File: src/rtl/unified_memory_arbiter_pkg.sv
// Shared types for the fetch/data memory arbiter.
// State encoding, port selects and the NOP used on aborted fetches.
package riscv_mem_pkg;

  typedef enum logic [1:0] {
    ST_IDLE    = 2'd0,
    ST_BUSY_IF = 2'd1,
    ST_BUSY_DM = 2'd2,
    ST_RESP    = 2'd3
  } arb_state_t;

  localparam logic [31:0] NOP_INSTR = 32'h00000013;

  localparam logic SEL_IF = 1'b0;
  localparam logic SEL_DM = 1'b1;

  function automatic int cnt_width(input int max_val);
    int w;
    w = $clog2(max_val + 1);
    return (w < 1) ? 1 : w;
  endfunction

endpackage

File: src/rtl/unified_memory_arbiter_if.sv
// Bus bundle between the pipeline, the arbiter and the memory.
// master = arbiter view, slave = pipeline + memory view.
interface unified_memory_arbiter_if #(
  parameter int nbits = 32
);

  logic             if_req;
  logic [nbits-1:0] if_addr;
  logic [nbits-1:0] if_rdata;
  logic             if_ready;

  logic             dm_read;
  logic             dm_write;
  logic [nbits-1:0] dm_addr;
  logic [nbits-1:0] dm_wdata;
  logic [nbits-1:0] dm_rdata;
  logic             dm_ready;

  logic             mem_req;
  logic             mem_we;
  logic [nbits-1:0] mem_addr;
  logic [nbits-1:0] mem_wdata;
  logic [nbits-1:0] mem_rdata;
  logic             mem_ack;

  logic             stall_fetch;
  logic             stall_mem;
  logic             timeout_err;

  modport master (
    input  if_req, if_addr,
    input  dm_read, dm_write,
    input  dm_addr, dm_wdata,
    input  mem_rdata, mem_ack,
    output if_rdata, if_ready,
    output dm_rdata, dm_ready,
    output mem_req, mem_we,
    output mem_addr, mem_wdata,
    output stall_fetch, stall_mem,
    output timeout_err
  );

  modport slave (
    output if_req, if_addr,
    output dm_read, dm_write,
    output dm_addr, dm_wdata,
    output mem_rdata, mem_ack,
    input  if_rdata, if_ready,
    input  dm_rdata, dm_ready,
    input  mem_req, mem_we,
    input  mem_addr, mem_wdata,
    input  stall_fetch, stall_mem,
    input  timeout_err
  );

endinterface

File: src/rtl/unified_memory_arbiter_wait_timer.sv
// Wait-state counter for one memory transaction.
// Load wins over clear; counting stops at the terminal count.
module wait_timer #(
  parameter int max_wait = 15,
  parameter int w        = 4
) (
  input  logic         clk,
  input  logic         reset,
  input  logic         clr,
  input  logic         load,
  input  logic [w-1:0] load_val,
  input  logic         en,
  output logic         tc
);

  logic [w-1:0] cnt;

  assign tc = (cnt == w'(max_wait));

  always_ff @(posedge clk or negedge reset) begin
    if (!reset) begin
      cnt <= '0;
    end else if (load) begin
      cnt <= load_val;
    end else if (clr) begin
      cnt <= '0;
    end else if (en && !tc) begin
      cnt <= cnt + 1'b1;
    end
  end

endmodule

File: src/rtl/unified_memory_arbiter.sv
// Single-port memory arbiter between fetch and MEM stage.
// Grant FSM with wait-state timeout and fetch starvation guard.
module unified_memory_arbiter
  import riscv_mem_pkg::*;
#(
  parameter int nbits        = 32,
  parameter int max_wait     = 15,
  parameter int starve_limit = 3
) (
  input  logic clk,
  input  logic reset,
  unified_memory_arbiter_if.master bus
);

  localparam int WW = cnt_width(max_wait);
  localparam int SW = cnt_width(starve_limit);

  arb_state_t    state;
  arb_state_t    state_nxt;
  logic          sel;
  logic [SW-1:0] starve_cnt;
  logic          wait_tc;

  logic dm_any;
  logic starved;
  logic dm_fair;
  logic grant_dm;
  logic grant_if;
  logic busy;
  logic abort;

  assign dm_any  = bus.dm_read | bus.dm_write;
  assign starved = (starve_cnt >= SW'(starve_limit));
  assign dm_fair = dm_any & ~starved;
  assign busy    = (state == ST_BUSY_IF) ||
                   (state == ST_BUSY_DM);
  assign abort   = busy & ~bus.mem_ack & wait_tc;

  // Mutually exclusive grant terms; data falls back
  // to winning when fetch is not actually waiting.
  always_comb begin
    grant_dm = 1'b0;
    grant_if = 1'b0;
    if (state == ST_IDLE) begin
      unique case (1'b1)
        dm_fair:
          grant_dm = 1'b1;
        bus.if_req & ~dm_fair:
          grant_if = 1'b1;
        dm_any & starved & ~bus.if_req:
          grant_dm = 1'b1;
        default: ;
      endcase
    end
  end

  wait_timer #(
    .max_wait (max_wait),
    .w        (WW)
  ) u_wait (
    .clk      (clk),
    .reset    (reset),
    .clr      (~busy),
    .load     (grant_dm | grant_if),
    .load_val (WW'(1)),
    .en       (busy),
    .tc       (wait_tc)
  );

  always_ff @(posedge clk or negedge reset) begin
    if (!reset) begin
      state <= ST_IDLE;
    end else begin
      state <= state_nxt;
    end
  end

  always_comb begin
    state_nxt = state;
    unique case (state)
      ST_IDLE: begin
        if (grant_dm) begin
          state_nxt = ST_BUSY_DM;
        end else if (grant_if) begin
          state_nxt = ST_BUSY_IF;
        end
      end
      ST_BUSY_IF, ST_BUSY_DM: begin
        if (bus.mem_ack || wait_tc) begin
          state_nxt = ST_RESP;
        end
      end
      ST_RESP: state_nxt = ST_IDLE;
      default: state_nxt = ST_IDLE;
    endcase
  end

  always_comb begin
    bus.mem_req  = busy;
    bus.if_ready = 1'b0;
    bus.dm_ready = 1'b0;
    if (state == ST_RESP) begin
      bus.if_ready = (sel == SEL_IF);
      bus.dm_ready = (sel == SEL_DM);
    end
  end

  assign bus.stall_fetch = bus.if_req & ~bus.if_ready;
  assign bus.stall_mem   = dm_any & ~bus.dm_ready;

  always_ff @(posedge clk or negedge reset) begin
    if (!reset) begin
      starve_cnt <= '0;
    end else if (grant_if) begin
      starve_cnt <= '0;
    end else if (grant_dm && bus.if_req && !starved) begin
      starve_cnt <= starve_cnt + 1'b1;
    end
  end

  always_ff @(posedge clk or negedge reset) begin
    if (!reset) begin
      sel             <= SEL_IF;
      bus.mem_we      <= 1'b0;
      bus.mem_addr    <= '0;
      bus.mem_wdata   <= '0;
      bus.if_rdata    <= '0;
      bus.dm_rdata    <= '0;
      bus.timeout_err <= 1'b0;
    end else begin
      if (grant_dm) begin
        sel           <= SEL_DM;
        bus.mem_we    <= bus.dm_write;
        bus.mem_addr  <= bus.dm_addr;
        bus.mem_wdata <= bus.dm_wdata;
      end else if (grant_if) begin
        sel           <= SEL_IF;
        bus.mem_we    <= 1'b0;
        bus.mem_addr  <= bus.if_addr;
      end
      if (busy && bus.mem_ack) begin
        if (sel == SEL_IF) begin
          bus.if_rdata <= bus.mem_rdata;
        end else if (!bus.mem_we) begin
          bus.dm_rdata <= bus.mem_rdata;
        end
      end else if (abort) begin
        bus.timeout_err <= 1'b1;
        if (sel == SEL_IF) begin
          bus.if_rdata <= nbits'(NOP_INSTR);
        end else begin
          bus.dm_rdata <= '0;
        end
      end
    end
  end

endmodule

File: src/flat_wrapper.sv
// flat-port wrapper written by rule: the top's interface ports become plain ports
module unified_memory_arbiter_flat import riscv_mem_pkg::*;
#(
  parameter int nbits        = 32,
  parameter int max_wait     = 15,
  parameter int starve_limit = 3
)
  (clk, reset, bus_if_req, bus_if_addr, bus_dm_read, bus_dm_write, bus_dm_addr, bus_dm_wdata, bus_mem_rdata, bus_mem_ack, bus_if_rdata, bus_if_ready, bus_dm_rdata, bus_dm_ready, bus_mem_req, bus_mem_we, bus_mem_addr, bus_mem_wdata, bus_stall_fetch, bus_stall_mem, bus_timeout_err);
  unified_memory_arbiter_if #(.nbits(nbits)) bus_i ();
  input  logic clk;
  input  logic reset;
  input wire logic [$bits(bus_i.if_req)-1:0] bus_if_req;
  input wire logic [$bits(bus_i.if_addr)-1:0] bus_if_addr;
  input wire logic [$bits(bus_i.dm_read)-1:0] bus_dm_read;
  input wire logic [$bits(bus_i.dm_write)-1:0] bus_dm_write;
  input wire logic [$bits(bus_i.dm_addr)-1:0] bus_dm_addr;
  input wire logic [$bits(bus_i.dm_wdata)-1:0] bus_dm_wdata;
  input wire logic [$bits(bus_i.mem_rdata)-1:0] bus_mem_rdata;
  input wire logic [$bits(bus_i.mem_ack)-1:0] bus_mem_ack;
  output wire logic [$bits(bus_i.if_rdata)-1:0] bus_if_rdata;
  output wire logic [$bits(bus_i.if_ready)-1:0] bus_if_ready;
  output wire logic [$bits(bus_i.dm_rdata)-1:0] bus_dm_rdata;
  output wire logic [$bits(bus_i.dm_ready)-1:0] bus_dm_ready;
  output wire logic [$bits(bus_i.mem_req)-1:0] bus_mem_req;
  output wire logic [$bits(bus_i.mem_we)-1:0] bus_mem_we;
  output wire logic [$bits(bus_i.mem_addr)-1:0] bus_mem_addr;
  output wire logic [$bits(bus_i.mem_wdata)-1:0] bus_mem_wdata;
  output wire logic [$bits(bus_i.stall_fetch)-1:0] bus_stall_fetch;
  output wire logic [$bits(bus_i.stall_mem)-1:0] bus_stall_mem;
  output wire logic [$bits(bus_i.timeout_err)-1:0] bus_timeout_err;
  assign bus_i.if_req = bus_if_req;
  assign bus_i.if_addr = bus_if_addr;
  assign bus_i.dm_read = bus_dm_read;
  assign bus_i.dm_write = bus_dm_write;
  assign bus_i.dm_addr = bus_dm_addr;
  assign bus_i.dm_wdata = bus_dm_wdata;
  assign bus_i.mem_rdata = bus_mem_rdata;
  assign bus_i.mem_ack = bus_mem_ack;
  assign bus_if_rdata = bus_i.if_rdata;
  assign bus_if_ready = bus_i.if_ready;
  assign bus_dm_rdata = bus_i.dm_rdata;
  assign bus_dm_ready = bus_i.dm_ready;
  assign bus_mem_req = bus_i.mem_req;
  assign bus_mem_we = bus_i.mem_we;
  assign bus_mem_addr = bus_i.mem_addr;
  assign bus_mem_wdata = bus_i.mem_wdata;
  assign bus_stall_fetch = bus_i.stall_fetch;
  assign bus_stall_mem = bus_i.stall_mem;
  assign bus_timeout_err = bus_i.timeout_err;
  unified_memory_arbiter #(.nbits(nbits), .max_wait(max_wait), .starve_limit(starve_limit)) u_core (.clk(clk), .reset(reset), .bus(bus_i));
endmodule
File: config.mk
export PLATFORM = sky130hd
export DESIGN_NAME = unified_memory_arbiter_flat
export DESIGN_NICKNAME = d
export VERILOG_FILES = /design/src/rtl/unified_memory_arbiter_pkg.sv /design/src/rtl/unified_memory_arbiter_if.sv /design/src/rtl/unified_memory_arbiter_wait_timer.sv /design/src/rtl/unified_memory_arbiter.sv /design/src/flat_wrapper.sv
export SDC_FILE = /design/constraint.sdc
export NUM_CORES = 1
export LEC_CHECK = 0
export CAP_MARGIN = 20
export CORE_MARGIN = 2
export CORE_UTILIZATION = 38
export DETAILED_ROUTE_END_ITERATION = 16
export GPL_TIMING_DRIVEN = 1
export MAX_ROUTING_LAYER = met4
export PLACE_DENSITY = 0.82
export SLEW_MARGIN = 20
export SYNTH_ARGS = -nofsm -noshare
export SYNTH_HDL_FRONTEND = slang
export SYNTH_HIERARCHICAL = 1
export SYNTH_SLANG_ARGS = --single-unit
File: constraint.sdc
create_clock -name clk -period 2.1 [get_ports clk]
set_input_delay 0.315 -clock clk [delete_from_list [all_inputs] [get_ports clk]]
set_output_delay 0.315 -clock clk [all_outputs]
set_load 0.03 [all_outputs]
Word level (Yosys, flattened, before mapping)
Index checks and enable logic that the tools add are counted.
{ "word_totals": {"ff_bits": 139, "output_inout_bits": 135, "in_bits": 134, "word_cells": 86} }
{ "classes": {"muxes": 29, "reduce_logical": 18, "bitwise_logic": 18, "n_addsub": 2, "eq_ne": 8, "magnitude_cmp": 1} }
{ "op_table": {"columns": ["cell", "count"], "rows": [
  ["2-to-1 mux 32 bit", 11],
  ["2-to-1 mux 4 bit", 3],
  ["2-to-1 mux 2 bit", 5],
  ["2-to-1 mux 1 bit", 9],
  ["bitwise AND 1 bit", 8],
  ["NOT 1 bit", 8],
  ["case mux 2 bit (3 select lines)", 1],
  ["AND reduction 2 bit", 3],
  ["nonzero test 2 bit", 3],
  ["adder 4 x 1 -> 4 bit, second input constant", 1],
  ["== test 2 bit, second input constant", 2],
  ["== test 4 bit, second input constant", 1],
  ["logical AND 1 bit", 4],
  ["OR reduction 2 bit", 2],
  ["!= test 3 x 1 -> 1 bit, second input constant", 1],
  ["!= test 3 bit, second input constant", 1],
  ["AND reduction 3 bit", 1],
  ["adder 2 x 1 -> 2 bit, second input constant", 1],
  ["== test 2 x 1 -> 1 bit, second input constant", 1],
  [">= comparator 2 bit, second input constant", 1],
  ["zero test 1 bit", 2],
  ["zero test 2 bit", 1],
  ["logical OR 1 bit", 2],
  ["!= test 2 x 1 -> 1 bit, second input constant", 1],
  ["2 further kinds", 3]
]} }

Longest topological paths before layout
{ "logic_depth": {"word_depth": 10, "depth_mapped": 8, "depth_no_buf": 6} }

Modules after synthesis
The synthesis kept the hierarchy.
{ "modules_own_cells": {"columns": ["module", "n_inst", "cells_each", "seq_area_each_um2", "area_per_inst_um2"], "rows": [
  ["unified_memory_arbiter", 1, 477, 3378.2, 5794.3],
  ["wait_timer", 1, 25, 100.1, 261.5]
]} }

Worst setup path after synthesis
OpenSTA, ideal clock, no wires.
{ "synth_path": {"kind": "register to register", "start": "reg u_core.state[1]", "end": "reg u_core.bus.dm_rdata[12]", "slack_ps": -55, "period_less_slack_ps": 2155, "required_time_ps": 1975, "path_buffers": 2, "setup_time_ps": 125, "path_stages_with_launch": 8, "arrival_ps": 2030, "cell_sequence": "dfrtp_1 -> inv_1 -> ha_1 -> buf_2 -> o211ai_1 -> a21oi_2 -> buf_6 -> mux2_2"} }
{ "synth_between": {"elab_chain_len": 6, "elab_cells_between_ends": 10, "classes_between": "eq/ne: 3; mux: 1; bitwise: 2; reduce/logical: 4"} }
{ "synth_rtl": {"columns": ["item", "line_no", "text"], "rows": [
  ["start, declared", "unified_memory_arbiter.sv:18", "arb_state_t state;"],
  ["start signal, assigned", "unified_memory_arbiter.sv:74", "state <= state_nxt;"],
  ["== test 2 x 1 -> 1 bit or == test 2 bit (tied branches)", "unified_memory_arbiter.sv:35, unified_memory_arbiter.sv:36", null],
  ["logical OR 1 bit (*)", "unified_memory_arbiter.sv:35", "assign busy = (state == ST_BUSY_IF) ||"],
  ["net bus_mem_req", "flat_wrapper.sv:24", "output wire logic [$bits(bus_i.mem_req)-1:0] bus_mem_req;"],
  ["bitwise AND 1 bit (2 in series)", "unified_memory_arbiter.sv:37", "assign abort = busy & ~bus.mem_ack & wait_tc;"],
  ["nonzero test 2 bit (no source line)", null, null],
  ["AND reduction 3 bit (no source line)", null, null],
  ["end signal, assigned", "unified_memory_arbiter.sv:145", "bus.dm_rdata <= bus.mem_rdata;"],
  ["end, declared", "unified_memory_arbiter_if.sv:36", "output dm_rdata, dm_ready,"]
]} }
Mark *: on every way through the listed nets, which the timed path passes. The rest lies on a longest branch.
A chain may end at the register's enable or synchronous reset.

Final worst setup path
{ "layout_path": {"start": "reg u_core.state[0]", "end": "out bus_stall_mem"} }
{ "layout_between": {"elab_chain_len": 4} }
{ "layout_rtl": {"columns": ["item", "line_no", "text"], "rows": [
  ["== test 2 bit", "unified_memory_arbiter.sv:102", "if (state == ST_RESP) begin"],
  ["2-to-1 mux 1 bit", "unified_memory_arbiter.sv:102", null],
  ["NOT 1 bit", "unified_memory_arbiter.sv:109", "assign bus.stall_mem = dm_any & ~bus.dm_ready;"],
  ["bitwise AND 1 bit", "unified_memory_arbiter.sv:109", null],
  ["end, declared", "flat_wrapper.sv:29", "output wire logic [$bits(bus_i.stall_mem)-1:0] bus_stall_mem;"]
]} }
Every way passes these cells.

==> impl_metrics.tcl <==
set metrics [dict create \
    status "complete, no violations" \
    ir_drop_mv 0.855 \
    avgSynthCellArea_um2 12.1 \
    worstPathArrival_ps 1680 \
    dieHeight_um 130 \
    period_share 0.950 \
    placement.io_buffers 268 \
    htree_levels 4 \
    final.setup.tns_ps 0 \
    synth_edf_count 0 \
    core_um2 15700 \
    fin_crit_ps 2000 \
    post-place-ws_ps 118 \
    io_pins 269 \
    cp_slowest_stage_delay_ps 400 \
    drv_slew 0 \
    grt.total_usage 0.212 \
    rows 46 \
    route.detailed.wl_per_inst_um 17.2 \
    dieWidth_um 130 \
    ant_nets 0 \
    clk_latency_ps 410 \
    start_util 0.385 \
    gp_congestion 0.828 \
    fillCellCount 1235 \
    dr.pass1.iters 5 \
    p_leak_nw 4.25 \
    met1_usage 0.250 \
    critical_path.slowest_cell "dlygate4sd2_1" \
    setup_viol 0 \
    use_met3 0.0623 \
    start_kind "register" \
    powerDensity_nw_per_um2 1770 \
    maxCapViolations 0 \
    grt-busiest-layer "met2" \
    finClkSkew_ps 7.53 \
    antenna_found_initial 0 \
    hpwlAfterDp_um 12200 \
    worst_setup_path_end_kind "primary output" \
    cts_root_buf "clkbuf_16" \
    overflow 0 \
    use_met2 0.339 \
    drtIter0Drc 258 \
    nets 913 \
    synth_cell_types 50 \
    dieArea_um2 17000 \
    crit_chain "ha_1 -> and2_1 -> nor2_1 -> dlygate4sd2_1" \
    syn_to_final_growth_pct 60.7 \
    drc_errors 0 \
    vias 5113 \
    crit_type "register to primary output" \
    rsz0062_at_grt "no" \
    critPathRequiredTime_ps 1780 \
    postCtsSetupRepairBufs 0 \
    grt_pass1_wl_um 26800 \
    finalHoldViolCount 0 \
    cts_buffer_depth 2 \
    syn_area_um2 6060 \
    cts_made_buffers 17 \
    routed_via_density 5.10 \
    rr_worst_depth 6 \
    grt_pass1_vias 5228 \
    ys_ff_latch 139 \
    max_freq_mhz 501 \
    ys.flop_type "dfrtp_1" \
    grt_max_degree 70 \
    layout-drive-gt1-share 0.146 \
    hold_class "input port to asynchronous set/reset pin" \
    insertedDiodeCount 0 \
    path_max_fanout 2 \
    synthArstFlopShare 1.00 \
    ys_warn_count 6 \
    wirelength_um 17300 \
    cts_tree "done" \
    setup_ws_ps 105 \
    clock-sinks 139 \
    syn_inst 502 \
    clk_pin_slew_ps 60 \
    synth-seq-area-share 0.574 \
]
==> synthesized netlist by cell type (all sizes together) (2+ instances only) <==
library cell,n,share of area
and2,2,0.0025
nor2b,3,0.0031
nor2,35,0.022
nor3,2,0.0025
inv,5,0.0031
mux2i,2,0.0033
ha,5,0.010
mux2,65,0.13
and3,32,0.033
clkbuf,20,0.013
a21o,2,0.0027
nand4,2,0.0021
o22ai,2,0.0021
dfrtp,139,0.57
o211ai,3,0.0054
nand4b,2,0.0029
a31oi,32,0.033
buf,20,0.024
a22o,30,0.043
conb,2,0.0012
o22a,3,0.0043
nand3,33,0.028
o21ai,36,0.030
a21oi,2,0.0023
nand2,11,0.0072
==> worst paths after layout <==
path                                                end  slack [ps]              startpoint
worst max-delay path                      bus_stall_mem         100         u_core/state[0]
worst min-delay path            u_core/bus.if_rdata[24]         410                   reset
worst max register to register  u_core/bus.mem_addr[21]         200         u_core/state[0]
worst min register to register   u_core/bus.timeout_err         470  u_core/bus.timeout_err
max in group asynchronous       u_core/bus.if_rdata[11]        1040                   reset
min in group clk                 u_core/bus.mem_addr[7]         470          bus_dm_addr[7]
==> routing by layer <==
layer  up-vias  routed length (um)
met5         -                   0
met4         0                 463
met3        29                1370
met2       229                8070
met1      2482                7380
li1       2373                   -
==> power breakdown <==
part           total (mW)  switching, mW  internal, mW
Combinational        9.16           5.08          4.08
Clock                3.34           1.19          2.15
Sequential           4.70          0.734          3.97
==> metrics by stage <==
stage / std cells / hold slack (ps) / util / power (mW) / cell area [um2]
floorplan: 504 / 19.4 / - / 10.1 / 6070
global placement: 970 / 291 / 0.576 / 13.7 / 9060
detailed placement: 970 / 286 / 0.576 / 13.9 / 9060
CTS: 1003 / 411 / 0.619 / 17.3 / 9720
global route: 1003 / 446 / 0.620 / 18.1 / 9730
finish: 1003 / 412 / 0.620 / 17.2 / 9730
==> placed cells by master (no fill, tap or decap), drive strengths merged, types with 7 or more instances in the layout <==
cell	count
a22o	30
a31oi	32
and3	32
buf	25
clkbuf	19
clkdlybuf4s50	262
dfrtp	139
inv	7
mux2	65
nand2	11
nand3	33
nor2	35
o21ai	36
==> state kept, by name, indices dropped and copies added, names as in the netlist <==
| register | count |
|---|---|
| u_core/bus.if_rdata | 32 |
| u_core/bus.mem_wdata | 32 |
| u_core/state | 2 |
| u_core/bus.timeout_err | 1 |
| u_core/bus.mem_addr | 32 |
| u_core/starve_cnt | 2 |
| u_core/u_wait/cnt | 4 |
| u_core/bus.dm_rdata | 32 |
| u_core/sel | 1 |
| u_core/bus.mem_we | 1 |
==> final cells by class <==
class	count	area, um2	area share
Clock inverter	13	214	0.0220
Clock buffer	19	443	0.0455
Tap cell	216	270	0.0278
Multi-Input combinational cell	320	2380	0.245
Inverter	5	18.8	0.00193
Sequential cell	139	3480	0.357
Timing Repair Buffer	291	2930	0.301
==> critical path, delay by kind of cell, from the launching register on <==
family,cells,cell delay (ps)
simple gates,2,280
fa+ha+maj,1,210
buf+inv,1,400
flops,1,380
==> timing repair <==
item / 4_1_cts / 5_1_grt
resized for setup: 4 / 1
endpoints found under the setup margin: 4 / 1
hold endpoints to repair: 47 / 0
hold buffers: 1 / 0
==> cells by family (layout without fill, tap and decap cells) <==
logic type | Yosys count | in the layout | synth area share
flip-flops | 139 | 139 | 0.574
other | 2 | 4 | 0.00124
AO/OA/AOI/OAI | 117 | 117 | 0.136
AND/OR/NAND/NOR | 127 | 127 | 0.109
buffers and inverters | 45 | 328 | 0.0393
adder cells (fa/ha/maj) | 5 | 5 | 0.0103
multiplexers | 67 | 67 | 0.130
Note: power is estimated with default switching activity, not from simulation.
